[src/rtl/vend_txn_controller_if.sv]
// Handshake/bus bundle between the vending front end (master) and vend_txn_controller (slave).
interface vend_txn_controller_if #(
    parameter int unsigned CW = 4
);
    logic [3:0]    item_number;
    logic          item_valid;
    logic          rs_5_in;
    logic          rs_10_in;
    logic          cancel;
    logic          dispense_ack;
    logic          dispense;
    logic          rs_5_out;
    logic          coin_reject;
    logic          sel_error;
    logic          busy;
    logic [CW-1:0] credit;
    logic          timeout;

    modport master (
        output item_number, item_valid, rs_5_in, rs_10_in, cancel, dispense_ack,
        input  dispense, rs_5_out, coin_reject, sel_error, busy, credit, timeout
    );

    modport slave (
        input  item_number, item_valid, rs_5_in, rs_10_in, cancel, dispense_ack,
        output dispense, rs_5_out, coin_reject, sel_error, busy, credit, timeout
    );
endinterface

[src/rtl/vend_txn_controller.sv]
// Shared single-transaction vending sequencer: select, collect, dispense, then change/refund pulses.
// Optional COLLECT inactivity auto-refund is enabled by defining VEND_TIMEOUT_EN.
module vend_txn_controller #(
    parameter int unsigned PRICE1         = 3,
    parameter int unsigned PRICE2         = 4,
    parameter int unsigned PRICE3         = 5,
    parameter int unsigned PRICE4         = 6,
    parameter int unsigned CW             = 4,
    parameter int unsigned TIMEOUT_CYCLES = 1000
) (
    input logic                  clock,
    input logic                  reset,
    vend_txn_controller_if.slave bus
);

    localparam int unsigned PRICE_MAX_12 = (PRICE1 > PRICE2) ? PRICE1 : PRICE2;
    localparam int unsigned PRICE_MAX_34 = (PRICE3 > PRICE4) ? PRICE3 : PRICE4;
    localparam int unsigned PRICE_MAX    = (PRICE_MAX_12 > PRICE_MAX_34) ? PRICE_MAX_12 : PRICE_MAX_34;

    // Credit can overshoot the price by two units before the threshold is seen.
    if ((CW < 2) || ((2 ** CW) <= (PRICE_MAX + 2))) begin : g_cw_check
        $error("vend_txn_controller: CW too narrow for max price + 2");
    end
    if (TIMEOUT_CYCLES == 0) begin : g_timeout_check
        $error("vend_txn_controller: TIMEOUT_CYCLES must be non-zero");
    end

    typedef enum logic [2:0] {
        S_IDLE     = 3'd0,
        S_COLLECT  = 3'd1,
        S_DISPENSE = 3'd2,
        S_CHANGE   = 3'd3,
        S_REFUND   = 3'd4
    } state_e;

    function automatic logic is_one_hot(input logic [3:0] code);
        case (code)
            4'b0001, 4'b0010, 4'b0100, 4'b1000: return 1'b1;
            default:                            return 1'b0;
        endcase
    endfunction

    function automatic logic [CW-1:0] price_of(input logic [3:0] code);
        case (code)
            4'b0001: return CW'(PRICE1);
            4'b0010: return CW'(PRICE2);
            4'b0100: return CW'(PRICE3);
            4'b1000: return CW'(PRICE4);
            default: return {CW{1'b0}};
        endcase
    endfunction

    state_e        state_q;
    logic [CW-1:0] credit_q;
    logic [CW-1:0] change_q;
    logic [CW-1:0] price_q;
    logic          dispense_q;
    logic          rs_5_out_q;
    logic          coin_reject_q;
    logic          sel_error_q;
    logic          busy_q;

    logic          coin_any_s;
    logic [CW-1:0] coin_units_s;
    logic [CW-1:0] credit_d;
    logic [CW-1:0] change_d;

`ifdef VEND_TIMEOUT_EN
    localparam int unsigned TW = (TIMEOUT_CYCLES > 1) ? $clog2(TIMEOUT_CYCLES) : 1;
    logic [TW-1:0] idle_cnt_q;
    logic          timeout_q;
`endif

    // Coin value and the credit/change a coin would produce this cycle.
    always_comb begin
        coin_any_s   = bus.rs_5_in | bus.rs_10_in;
        coin_units_s = {{(CW-2){1'b0}}, bus.rs_10_in, 1'b0} + {{(CW-1){1'b0}}, bus.rs_5_in};
        credit_d     = credit_q + coin_units_s;
        change_d     = credit_d - price_q;
    end

    // Transaction FSM with all outputs registered alongside the state.
    always_ff @(posedge clock) begin
        if (!reset) begin
            state_q       <= S_IDLE;
            credit_q      <= {CW{1'b0}};
            change_q      <= {CW{1'b0}};
            price_q       <= {CW{1'b0}};
            dispense_q    <= 1'b0;
            rs_5_out_q    <= 1'b0;
            coin_reject_q <= 1'b0;
            sel_error_q   <= 1'b0;
            busy_q        <= 1'b0;
`ifdef VEND_TIMEOUT_EN
            idle_cnt_q    <= {TW{1'b0}};
            timeout_q     <= 1'b0;
`endif
        end else begin
            rs_5_out_q    <= 1'b0;
            coin_reject_q <= 1'b0;
            sel_error_q   <= 1'b0;
`ifdef VEND_TIMEOUT_EN
            timeout_q     <= 1'b0;
`endif
            case (state_q)
                S_IDLE: begin
                    coin_reject_q <= coin_any_s;
                    if (bus.item_valid) begin
                        if (is_one_hot(bus.item_number)) begin
                            price_q  <= price_of(bus.item_number);
                            credit_q <= {CW{1'b0}};
                            busy_q   <= 1'b1;
                            state_q  <= S_COLLECT;
`ifdef VEND_TIMEOUT_EN
                            idle_cnt_q <= {TW{1'b0}};
`endif
                        end else begin
                            sel_error_q <= 1'b1;
                        end
                    end
                end

                S_COLLECT: begin
                    if (bus.cancel) begin
                        // A coin arriving together with cancel is handed back, not credited.
                        coin_reject_q <= coin_any_s;
                        if (credit_q != {CW{1'b0}}) begin
                            change_q   <= credit_q - CW'(1);
                            credit_q   <= {CW{1'b0}};
                            rs_5_out_q <= 1'b1;
                            state_q    <= S_REFUND;
                        end else begin
                            busy_q  <= 1'b0;
                            state_q <= S_IDLE;
                        end
                    end else if (coin_any_s) begin
`ifdef VEND_TIMEOUT_EN
                        idle_cnt_q <= {TW{1'b0}};
`endif
                        if (credit_d >= price_q) begin
                            change_q   <= change_d;
                            credit_q   <= {CW{1'b0}};
                            dispense_q <= 1'b1;
                            state_q    <= S_DISPENSE;
                        end else begin
                            credit_q <= credit_d;
                        end
                    end
`ifdef VEND_TIMEOUT_EN
                    else if (idle_cnt_q == TW'(TIMEOUT_CYCLES - 1)) begin
                        timeout_q <= 1'b1;
                        if (credit_q != {CW{1'b0}}) begin
                            change_q   <= credit_q - CW'(1);
                            credit_q   <= {CW{1'b0}};
                            rs_5_out_q <= 1'b1;
                            state_q    <= S_REFUND;
                        end else begin
                            busy_q  <= 1'b0;
                            state_q <= S_IDLE;
                        end
                    end else begin
                        idle_cnt_q <= idle_cnt_q + TW'(1);
                    end
`endif
                end

                S_DISPENSE: begin
                    coin_reject_q <= coin_any_s;
                    if (bus.dispense_ack) begin
                        dispense_q <= 1'b0;
                        if (change_q != {CW{1'b0}}) begin
                            change_q   <= change_q - CW'(1);
                            rs_5_out_q <= 1'b1;
                            state_q    <= S_CHANGE;
                        end else begin
                            busy_q  <= 1'b0;
                            state_q <= S_IDLE;
                        end
                    end
                end

                S_CHANGE, S_REFUND: begin
                    // change_q counts pulses still owed after the one currently high.
                    coin_reject_q <= coin_any_s;
                    if (!rs_5_out_q) begin
                        if (change_q == {CW{1'b0}}) begin
                            busy_q  <= 1'b0;
                            state_q <= S_IDLE;
                        end else begin
                            change_q   <= change_q - CW'(1);
                            rs_5_out_q <= 1'b1;
                        end
                    end
                end

                default: begin
                    state_q    <= S_IDLE;
                    credit_q   <= {CW{1'b0}};
                    change_q   <= {CW{1'b0}};
                    dispense_q <= 1'b0;
                    busy_q     <= 1'b0;
                end
            endcase
        end
    end

    assign bus.dispense    = dispense_q;
    assign bus.rs_5_out    = rs_5_out_q;
    assign bus.coin_reject = coin_reject_q;
    assign bus.sel_error   = sel_error_q;
    assign bus.busy        = busy_q;
    assign bus.credit      = credit_q;
`ifdef VEND_TIMEOUT_EN
    assign bus.timeout     = timeout_q;
`else
    assign bus.timeout     = 1'b0;
`endif

endmodule

[src/flat_wrapper.sv]
// flat-port wrapper written by rule: the top's interface ports become plain ports
module vend_txn_controller_flat 
#(
    parameter int unsigned PRICE1         = 3,
    parameter int unsigned PRICE2         = 4,
    parameter int unsigned PRICE3         = 5,
    parameter int unsigned PRICE4         = 6,
    parameter int unsigned CW             = 4,
    parameter int unsigned TIMEOUT_CYCLES = 1000
)
  (clock, reset, bus_item_number, bus_item_valid, bus_rs_5_in, bus_rs_10_in, bus_cancel, bus_dispense_ack, bus_dispense, bus_rs_5_out, bus_coin_reject, bus_sel_error, bus_busy, bus_credit, bus_timeout);
  vend_txn_controller_if #(.CW(CW)) bus_i ();
  input logic clock;
  input logic reset;
  input wire logic [$bits(bus_i.item_number)-1:0] bus_item_number;
  input wire logic [$bits(bus_i.item_valid)-1:0] bus_item_valid;
  input wire logic [$bits(bus_i.rs_5_in)-1:0] bus_rs_5_in;
  input wire logic [$bits(bus_i.rs_10_in)-1:0] bus_rs_10_in;
  input wire logic [$bits(bus_i.cancel)-1:0] bus_cancel;
  input wire logic [$bits(bus_i.dispense_ack)-1:0] bus_dispense_ack;
  output wire logic [$bits(bus_i.dispense)-1:0] bus_dispense;
  output wire logic [$bits(bus_i.rs_5_out)-1:0] bus_rs_5_out;
  output wire logic [$bits(bus_i.coin_reject)-1:0] bus_coin_reject;
  output wire logic [$bits(bus_i.sel_error)-1:0] bus_sel_error;
  output wire logic [$bits(bus_i.busy)-1:0] bus_busy;
  output wire logic [$bits(bus_i.credit)-1:0] bus_credit;
  output wire logic [$bits(bus_i.timeout)-1:0] bus_timeout;
  assign bus_i.item_number = bus_item_number;
  assign bus_i.item_valid = bus_item_valid;
  assign bus_i.rs_5_in = bus_rs_5_in;
  assign bus_i.rs_10_in = bus_rs_10_in;
  assign bus_i.cancel = bus_cancel;
  assign bus_i.dispense_ack = bus_dispense_ack;
  assign bus_dispense = bus_i.dispense;
  assign bus_rs_5_out = bus_i.rs_5_out;
  assign bus_coin_reject = bus_i.coin_reject;
  assign bus_sel_error = bus_i.sel_error;
  assign bus_busy = bus_i.busy;
  assign bus_credit = bus_i.credit;
  assign bus_timeout = bus_i.timeout;
  vend_txn_controller #(.PRICE1(PRICE1), .PRICE2(PRICE2), .PRICE3(PRICE3), .PRICE4(PRICE4), .CW(CW), .TIMEOUT_CYCLES(TIMEOUT_CYCLES)) u_core (.clock(clock), .reset(reset), .bus(bus_i));
endmodule
[config.mk]
export PLATFORM = sky130hd
export DESIGN_NAME = vend_txn_controller_flat
export DESIGN_NICKNAME = d
export VERILOG_FILES = /design/src/rtl/vend_txn_controller_if.sv /design/src/rtl/vend_txn_controller.sv /design/src/flat_wrapper.sv
export SDC_FILE = /design/constraint.sdc
export NUM_CORES = 1
export LEC_CHECK = 0
export ABC_AREA = 1
export CORE_AREA = 2 2 50 87
export DETAILED_ROUTE_END_ITERATION = 7
export DIE_AREA = 0 0 52 89
export PLACE_DENSITY = 0.56
export REMOVE_ABC_BUFFERS = 1
export SYNTH_ARGS = -nofsm -noshare
export SYNTH_HDL_FRONTEND = slang
export SYNTH_SLANG_ARGS = --single-unit
[constraint.sdc]
create_clock -name clock -period 8.4 [get_ports clock]
set_clock_uncertainty 0.2 [all_clocks]
set_input_delay 1.68 -clock clock [delete_from_list [all_inputs] [get_ports clock]]
set_output_delay 1.68 -clock clock [all_outputs]
set_load 0.05 [all_outputs]
# Word level (Yosys, flattened, before mapping)

Cells that the tools add are included.

Add/sub/neg operators: 5
Order comparisons: 1
Equality and inequality tests: 24
Muxes and demuxes: 56
Bitwise gates (word level): 4
Reductions and logical operators: 16

Operators by type and width:

| cell                | count |
|---|---|
| $mux 4              | 14 |
| $mux 3              | 9 |
| $mux 1              | 24 |
| $pmux 3 s4          | 2 |
| $ne 2x2->1 const B  | 8 |
| $pmux 4 s4          | 1 |
| $reduce_and 8->1    | 2 |
| $pmux 4 s3          | 1 |
| $ne 2x1->1 const B  | 5 |
| $reduce_and 5->1    | 2 |
| $ne 3x2->1 const B  | 3 |
| $reduce_bool 4->1   | 2 |
| $reduce_or 4->1     | 2 |
| $sub 4x1->4 const B | 2 |
| $reduce_and 7->1    | 1 |
| $eq 3x2->1 const B  | 2 |
| $pmux 1 s3          | 2 |
| $reduce_and 3->1    | 2 |
| $reduce_or 3->1     | 2 |
| $add 4x4->4         | 1 |
| $eq 4x1->1 const B  | 1 |
| $eq 4x2->1 const B  | 1 |
| $eq 4x3->1 const B  | 1 |
| $eq 4x4->1 const B  | 1 |
| other kinds (13)    | 15 |

Flip-flop bits (word level): 20
Input port bits: 11
Output and inout bits: 10

# Logic depth before layout (Yosys ltp)

Gate-level depths: netlist of run 1.

Depth in word-level cells: 9
Depth in mapped cells: 13
Mapped depth without buffers: 13

# Worst setup path after synthesis of run 1

No wires, ideal clock.

Kind: input port to flip-flop
Start point: in bus_rs_5_in
End point: reg u_core.state_q[0]
Setup time: 0.113 ns
Data arrival time: 3.519 ns
Data required time: 8.087 ns
Path slack: 4.568 ns
Stages on the path: 12
Buffers on the path: 0
Cells stage by stage: ha_1 > fa_1 > inv_1 > fa_1 > nand2_1 > a21oi_1 > nand3_1 > nand3_1 > nor2_2 > nand2_1 > nand2_1 > nor2_1

Longest elaborated chain between the ends: 5
Elaborated cells between the ends (all ways): 7
Classes of those cells: 2 x add/sub; 1 x order compare; 2 x eq/ne; 1 x bitwise; 1 x reduce/logical

RTL lines:

| what                         | RTL line                   | source |
|---|---|---|
| start: declaration           | flat_wrapper.sv:17         | `input wire logic [$bits(bus_i.rs_5_in)-1:0] bus_rs_5_in;` |
| $add 2x1->3                  | vend_txn_controller.sv:77  | `coin_units_s = {{(CW-2){1'b0}}, bus.rs_10_in, 1'b0} + {{(CW-1){1'b0}}, bus.rs_5_in};` |
| $add 4x4->4                  | vend_txn_controller.sv:78  | `credit_d = credit_q + coin_units_s;` |
| $ge 4x4->1                   | vend_txn_controller.sv:140 | `if (credit_d >= price_q) begin` |
| $ne 3x2->1 (no line)         | -                          |  |
| $reduce_and 7->1 (no line) * | -                          |  |
| end signal: assignment       | vend_txn_controller.sv:85  | `state_q <= S_IDLE;` |
| end signal: assignment       | vend_txn_controller.sv:134 | `state_q <= S_IDLE;` |
| end signal: assignment       | vend_txn_controller.sv:144 | `state_q <= S_DISPENSE;` |
| end: declaration             | vend_txn_controller.sv:53  | `state_e state_q;` |

Mark *: on every way between the ends. The rest lies on a longest branch, timed or not.
A chain may end at the register's enable or synchronous reset.

# Worst setup path after layout of run 1

Ends and elaborated chain as after synthesis.

==> metrics.csv, run 1 <==
metric,value,unit
Post-Place Setup Slack,3931,ps
synthesized flop and latch total,19,
# diodes,0,
status,"complete, no violations",
WS Path Type,input pin to flop,
CP arrival,4160,ps
slowest CP cell,fa_1,
initial antenna violation count,0,
TNS Setup,0,ps
residual DRC count,0,
Slew HR,66.30,%
clk root buf,clkbuf_8,
All-Layer GR Usage,17.95,%
routed vias/inst,4.962,
post-CTS setup buffers,0,
Final Setup Violations,0,
vias in the first global route,1455,
Synth Flop Type,dfxtp_1,
final wirelength,3579,um
clock sinks,19,
largest net degree at the start of global routing,11,
Power per Cell Area,266.6,mW/mm^2
Worst Path Buf+Inv,2,
peak supply drop,163.6,uV
area of the multi-input gates,987.2,sq um
Post-CTS Resized,0,
Hold Worst Slack,279.5,ps
RSZ-0062 raised after global routing,no,
Async SR Flop Fraction,0,%
Final ANT Viol Nets,0,
Reg area,380.4,sq um
Die Ht,89,um
Post-synth EDFFs,0,
final hold violations,0,
synth unique cells,37,
share of cells above drive strength 1,14.34,%
WL met1,1527,um
FP Rows,30,
fill count,436,
num ports,21,
DR iter-0 viols,22,
cell count after synthesis,224,
leakage power,0.8268,nW
Final Slew Violations,0,
worst endpoint required time,8360,ps
Worst-Margin Slew,503.9,ps
Max Cap Violations,0,
initial core utilization,39.29,%
HP Class,flop to flop,
met2 wire length,1868,um
"Cell Area, Synth",0.001519,sq mm
Final Cell Area,0.001784,sq mm
final worst setup slack,4203,ps
Critical Path Fanout Max,4,
hold_buf cts,0,
peak per-stage delay on the critical path,550,ps
part of the cycle the worst path needs,49.97,%
H-Tree Depth,1,
"commonest non-fill, non-tap cell in the layout",nand2_1,
I/O Buffers,19,
crit path launch type,input pin,
wire length per cell,12.26,um
fin nets,267,
GPL Wtd Cong,0.8126,
top sig layer,met4,
global-route wire length before repair,6265,um
clock period minus final worst setup slack,4197,ps
crit end category,flop,
met3 WL,65,um
most frequent cells in the layout,"nand2_1, nor2_1, inv_1, clkdlybuf4s50_1, dfxtp_1",
CP Cell Sequence,"clkdlybuf4s50_1, ha_1, fa_1, inv_1, fa_1, nand2_1, a21oi_1, nand3_1, nand3_1, nor2_2, nand2_1, nand2_1, nor2_1",
Pre-antenna DRT Iters,4,
"Clk pin slew, worst setup/hold paths",80,ps
post-DP HPWL,2929,um
Tot Pwr,0.0004757,W
Synth Warn #,0,
Worst-Skew Late Latency,270,ps
via count,1449,
register area share after synthesis,25.04,%
Area after DPL,0.001739,sq mm
DIE AREA,0.004628,sq mm
core area,0.003866,sq mm
area delta synth->final,17.46,%
Avg Inst Size Synth,6.781,sq um
clock tree from TritonCTS,done,
Top Family by Delay on Critical Path,adder cells,
Die W,52,um
GRT overflow,0,
Longest Clk Path Bufs,2,
CP dominant cell by count,nand2_1,
number of buffers created by CTS,3,
Max Fclk,0.2382,GHz
## cells in the mapped netlist, types with 3 or more instances
cell	count	area [sq um]
nand2_1	43	161.4
nor2_1	29	108.9
inv_1	25	93.84
dfxtp_1	19	380.4
nand3_1	15	75.07
a21oi_1	14	70.07
ha_1	9	112.6
nor2_2	7	43.79
o21ai_0	7	35.03
nand2_2	6	37.54
inv_2	5	18.77
nand2_4	5	56.30
nand4_1	5	31.28
nor3_1	4	20.02
nor2_4	3	33.78
## per-layer routing
layer / GRT usage (%) / up-vias
met1: 19.96 / 649
met4: 8.612 / 0
met3: 2.174 / 9
met5: 0 / -
li1: - / 768
met2: 32.80 / 23
## power by group
group	internal (W)	switching, W	total (W)	leakage (nW)
Sequential	0.000111	0.0000210	0.000132	0.155
Combinational	0.0000990	0.000177	0.000276	0.649
Clock	0.0000339	0.0000343	0.0000681	0.0228
Total	0.000244	0.000232	0.000476	0.827
## worst min-delay path: stages, from the launching register on
cell and delay (ps):
dfxtp_1 310, o21ai_0 60, a21oi_1 60
## kinds of logic (layout without fill, tap and decap cells)
logic type                 after synthesis  after routing  synth area share, %
other                                    1              1               0.2469
buffers and inverters                   35             55                9.967
xor gates and xnor gates                 3              3                1.730
adders and majority gates               11             11                10.05
DFF                                     19             19                25.04
AOI/OAI and AO/OA                       35             35                14.09
and+or+nand+nor                        120            120                38.88
## layout make-up
| class | count | area share, % |
|---|---|---|
| clock buffer | 4 | 2.525 |
| inverter | 32 | 6.802 |
| multi-input combinational | 170 | 55.33 |
| sequential | 19 | 21.32 |
| tap | 48 | 3.366 |
| timing repair buffer | 19 | 10.66 |
## worst paths after layout
path                            depth (start not counted)                 to  slack, ps                  from
worst max-delay path                                   13  u_core.state_q[0]       4200           bus_rs_5_in
worst min-delay path                                    2  u_core.price_q[2]        280     u_core.price_q[2]
worst max register to register                         12  u_core.state_q[0]       5660  u_core.bus.credit[0]
worst min register to register                          2  u_core.price_q[2]        280     u_core.price_q[2]
## through the flow
stage	utilization [%]	instances
final	46.15	292
after global routing	46.15	292
after CTS	46.15	292
after detailed placement	44.98	288
after global placement	44.98	288
after floorplan	-	221
## state kept, by name (all words and copies together) (netlist names)
signal and flops:
u_core.bus.rs_5_out 1, u_core.change_q 4, u_core.bus.credit 4, u_core.price_q 3
u_core.state_q 3, u_core.bus.dispense 1, u_core.bus.sel_error 1, u_core.bus.coin_reject 1
u_core.bus.busy 1
Power figures use the tool's default switching activity.
==> run 2, diff against run 1 <==
--- a/config.mk
+++ b/config.mk
@@ -9,7 +9,7 @@
 export CORE_AREA = 2 2 50 87
 export DETAILED_ROUTE_END_ITERATION = 7
 export DIE_AREA = 0 0 52 89
-export PLACE_DENSITY = 0.56
+export PLACE_DENSITY = 0.58
 export REMOVE_ABC_BUFFERS = 1
 export SYNTH_ARGS = -nofsm -noshare
 export SYNTH_HDL_FRONTEND = slang
==> constraint.sdc (replaced) <==
create_clock -name clock -period 3.8 [get_ports clock]
set_clock_uncertainty 0.2 [all_clocks]
set_input_delay 0.76 -clock clock [delete_from_list [all_inputs] [get_ports clock]]
set_output_delay 0.76 -clock clock [all_outputs]
set_load 0.05 [all_outputs]
==> run 2 against run 1 <==
Against the previous run: sequential share of layout area did not move; core utilization did not move; final area did not move; worst setup slack got worse by 3700 ps; hold slack improved by 1.8 ps; register-to-register slack got worse by 4600 ps; highest routed layer unchanged; critical endpoint unchanged; routed wire length fell by 0.22%.
==> metrics.csv, run 2 (synthesis results as in run 1) <==
metric,value,unit
status,"complete, no violations",
via count,1445,
Pint,0.0005388,W
FP Rows,30,
Max Cap Violations,0,
"commonest non-fill, non-tap cell in the layout",nand2_1,
residual DRC count,0,
peak supply drop,334.7,uV
H-Tree Depth,1,
final worst setup slack,515.0,ps
global-route wire length before repair,6127,um
clock period minus final worst setup slack,3285,ps
area delta synth->final,17.46,%
final hold violations,0,
num ports,21,
Die Ht,89,um
DR iter-0 viols,27,
Tot Pwr,0.001050,W
Die W,52,um
clk root buf,clkbuf_8,
Logic pwr share,58.2,%
Final Slew Violations,0,
worst endpoint required time,3760,ps
routed vias/inst,4.949,
part of the cycle the worst path needs,86.45,%
share of cells above drive strength 1,14.34,%
GRT met1 Usage,19.08,%
hold_buf cts,0,
fin nets,267,
core area,0.003866,sq mm
register share of total power,27.7,%
initial core utilization,39.29,%
WS Path Type,input pin to flop,
largest net degree at the start of global routing,11,
Pre-antenna DRT Iters,6,
CP arrival,3250,ps
Slew HR,66.77,%
clock tree from TritonCTS,done,
Critical Path Fanout Max,4,
leakage power,0.8268,nW
final wirelength,3571,um
HP Class,flop to flop,
met3 GRT Util,1.672,%
Post-Place Setup Slack,237.5,ps
Max Fclk,0.3044,GHz
crit path launch type,input pin,
post-CTS setup buffers,0,
RSZ-0062 raised after global routing,no,
GPL Wtd Cong,0.8622,
Power per Cell Area,588.4,mW/mm^2
Longest Clk Path Bufs,2,
wire length per cell,12.23,um
DIE AREA,0.004628,sq mm
I/O Buffers,19,
GRT met2 Usage,33.95,%
"Clk pin slew, worst setup/hold paths",80,ps
vias in the first global route,1386,
Final Setup Violations,0,
number of buffers created by CTS,3,
busiest layer in global routing,met2,
Sw Pwr,0.0005110,W
crit end category,flop,
most frequent cells in the layout,"nand2_1, nor2_1, inv_1, clkdlybuf4s50_1, dfxtp_1",
Final ANT Viol Nets,0,
Sw Ratio,48.68,%
# diodes,0,
Worst-Margin Slew,496.9,ps
clock share of power,14.0,%
GRT overflow,0,
Post-CTS Resized,0,
initial antenna violation count,0,
Worst-Skew Late Latency,260,ps
TNS Setup,0,ps
clock sinks,19,
All-Layer GR Usage,17.76,%
post-DP HPWL,2942,um
-- run 2: cell counts in the layout (fill, tap and decap cells not counted) --
Identical to the previous run, type by type.
-- run 2: final timing paths --
path	start	endpoint	slack, ps	cells after the start
worst min-delay path	u_core.price_q[2]	u_core.price_q[2]	280	2
worst min register to register	u_core.price_q[2]	u_core.price_q[2]	280	2
worst max register to register	u_core.bus.credit[0]	u_core.state_q[0]	1060	12
worst max-delay path	bus_rs_5_in	u_core.state_q[0]	520	13
-- run 2: critical path, stage by stage --
cell and delay [ps]:
clkdlybuf4s50_1 420, ha_1 220, fa_1 550, inv_1 70, fa_1 440, nand2_1 90, a21oi_1 70, nand3_1 120
nand3_1 140, nor2_2 190, nand2_1 80, nand2_1 60, nor2_1 40
-- run 2: layer usage --
layer | part of all wire, % | wire length (um) | up-vias
met5 | 0 | 0 | -
met4 | 2.5 | 91 | 0
met3 | 2.0 | 73 | 6
met2 | 54 | 1935 | 26
met1 | 41 | 1471 | 650
li1 | - | - | 763
-- run 2: power by group through the flow --
stage / logic (W) / registers [W] / clock network (W)
after floorplan: 0.000417 / 0.000347 / 0
after global placement: 0.000614 / 0.000297 / 0
after detailed placement: 0.000613 / 0.000297 / 0
after CTS: 0.000616 / 0.000293 / 0.000152
after global routing: 0.000699 / 0.000300 / 0.000159
final: 0.000611 / 0.000291 / 0.000147
-- run 2: area by class of cell --
type,instances,area [sq um]
fillers,412,2082
multi-input cells,170,987.2
flip-flops and latches,19,380.4
repair buffers,19,190.2
inverters,32,121.4
well taps,48,60.06
clock buffers,4,45.04
-- run 2: stage by stage --
stage,hold WS [ps],cell area [sq um],instances,utilization [%]
finish,281.2,1784,292,46.15
detailed placement,275.8,1739,288,44.98
global placement,271.1,1739,288,44.98
floorplan,253.7,1489,221,-
global route,307.7,1784,292,46.15
CTS,287.0,1784,292,46.15
==> run 3, diff against run 2 <==
--- a/config.mk
+++ b/config.mk
@@ -9,6 +9,7 @@
 export CORE_AREA = 2 2 50 87
 export DETAILED_ROUTE_END_ITERATION = 7
 export DIE_AREA = 0 0 52 89
+export GPL_TIMING_DRIVEN = 0
 export PLACE_DENSITY = 0.58
 export REMOVE_ABC_BUFFERS = 1
 export SYNTH_ARGS = -nofsm -noshare
==> run 3 against run 2 <==
Against the previous run: via count increased by 2.3%; first-iteration DRC count increased by 3.7%; global-route usage decreased by 0.67 points; final area unchanged; routed wire length decreased by 2.5%; clock power about the same; hold slack got worse by 4.4 ps; count of clock-buffer cells in the layout unchanged; cell count unchanged; sequential power about the same; sequential cell count unchanged; critical endpoint is now u_core.state_q[1]; highest routed layer unchanged.
==> metrics.csv, run 3 (synthesis results as in run 1) <==
metric,value,unit
post-DP HPWL,2859,um
core area,0.003866,sq mm
Sw Pwr,0.0005099,W
GPL Wtd Cong,0.8496,
Final Util,46.15,%
via count,1478,
H-Tree Depth,1,
Worst-Skew Late Latency,260,ps
Final Setup Violations,0,
FP Rows,30,
residual DRC count,0,
"Clk pin slew, worst setup/hold paths",80,ps
fin nets,267,
CP arrival,3310,ps
crit path launch type,input pin,
Critical Path Fanout Max,4,
global-route wire length before repair,5947,um
DIE AREA,0.004628,sq mm
initial core utilization,39.29,%
area delta synth->final,17.46,%
final wirelength,3481,um
Pint,0.0005382,W
GRT overflow,0,
share of cells above drive strength 1,14.34,%
peak per-stage delay on the critical path,550,ps
CP dominant cell by count,nand2_1,
Max Cap Violations,0,
largest net degree at the start of global routing,11,
final hold violations,0,
Power per Cell Area,587.5,mW/mm^2
Worst Path Buf+Inv,2,
clk root buf,clkbuf_8,
routed vias/inst,5.062,
Final Slew Violations,0,
TNS Setup,0,ps
Sw Ratio,48.65,%
# diodes,0,
Final ANT Viol Nets,0,
Critical R2R Launch,u_core.bus.credit[0],
Die W,52,um
wire length per cell,11.92,um
num ports,21,
DR iter-0 viols,28,
All-Layer GR Usage,17.09,%
hold_sp,u_core.price_q[2],
hold_buf cts,0,
Die Ht,89,um
clock tree from TritonCTS,done,
Post-CTS Resized,0,
part of the cycle the worst path needs,88.14,%
clock share of power,14.2,%
Slew HR,66.62,%
I/O Buffers,19,
CP Cell Sequence,"clkdlybuf4s50_1, ha_1, fa_1, inv_1, fa_1, nand2_1, a21oi_1, nand3_1, nand3_1, nor2_2, nand2_1, nand2_1, nor2_1",
Max Fclk,0.2986,GHz
Longest Clk Path Bufs,2,
Top Family by Delay on Critical Path,adder cells,
WS Path Type,input pin to flop,
clock sinks,19,
clock period minus final worst setup slack,3349,ps
RSZ-0062 raised after global routing,no,
"commonest non-fill, non-tap cell in the layout",nand2_1,
worst setup path start,bus_rs_5_in,
number of buffers created by CTS,3,
peak supply drop,270.0,uV
Worst-Margin Slew,499.2,ps
most frequent cells in the layout,"nand2_1, nor2_1, inv_1, clkdlybuf4s50_1, dfxtp_1",
slowest CP cell,fa_1,
crit end category,flop,
status,"complete, no violations",
post-CTS setup buffers,0,
leakage power,0.8268,nW
HP Class,flop to flop,
Logic pwr share,58.0,%
register share of total power,27.8,%
initial antenna violation count,0,
vias in the first global route,1386,
Pre-antenna DRT Iters,4,
worst endpoint required time,3760,ps
-- run 3: worst paths after layout --
check | end | slack, ps | cells after the start
worst min register to register | u_core.price_q[2] | 280 | 2
worst min-delay path | u_core.price_q[2] | 280 | 2
worst max-delay path | u_core.state_q[1] | 450 | 13
worst max register to register | u_core.state_q[1] | 1020 | 12
-- run 3: per-stage QoR --
stage	std cells	area, sq um	total power, W	setup WS, ps	hold slack (ps)
after floorplan	221	1489	0.0007637	888.3	253.7
after global placement	288	1739	0.0009044	182.0	268.9
after detailed placement	288	1739	0.0009065	172.7	270.0
after CTS	292	1784	0.001058	444.7	281.1
after global routing	292	1784	0.001144	233.3	312.8
final	292	1784	0.001048	450.9	276.8
-- run 3: worst reg2reg max path: cells and delay by family (launching register included) --
family	cells	cell delay (ps)
compound gates	1	80
fa+ha+maj	3	1230
buf+inv	1	70
flops	1	350
simple gates	7	750
-- run 3: per-layer routing --
layer	vias to the layer above	global-route usage, %	wire [um]
met5	-	0	0
met3	12	1.672	102
met2	33	30.38	1783
li1	769	-	-
met1	664	18.80	1433
met4	0	11.00	163
-- run 3: power groups by stage --
| stage | combinational (W) | clock, W | sequential, W |
|---|---|---|---|
| 6_report | 0.000608 | 0.000149 | 0.000291 |
| 5_1_grt | 0.000685 | 0.000159 | 0.000300 |
| 4_1_cts | 0.000613 | 0.000152 | 0.000293 |
| 3_5_place_dp | 0.000609 | 0 | 0.000297 |
| 3_3_place_gp | 0.000608 | 0 | 0.000296 |
| 2_1_floorplan | 0.000417 | 0 | 0.000347 |
-- run 3: cell type report --
cell class / count / area (sq um)
clock buffers: 4 / 45.04
fillers: 415 / 2082
inverters: 32 / 121.4
multi-input cells: 170 / 987.2
flip-flops and latches: 19 / 380.4
well taps: 48 / 60.06
repair buffers: 19 / 190.2
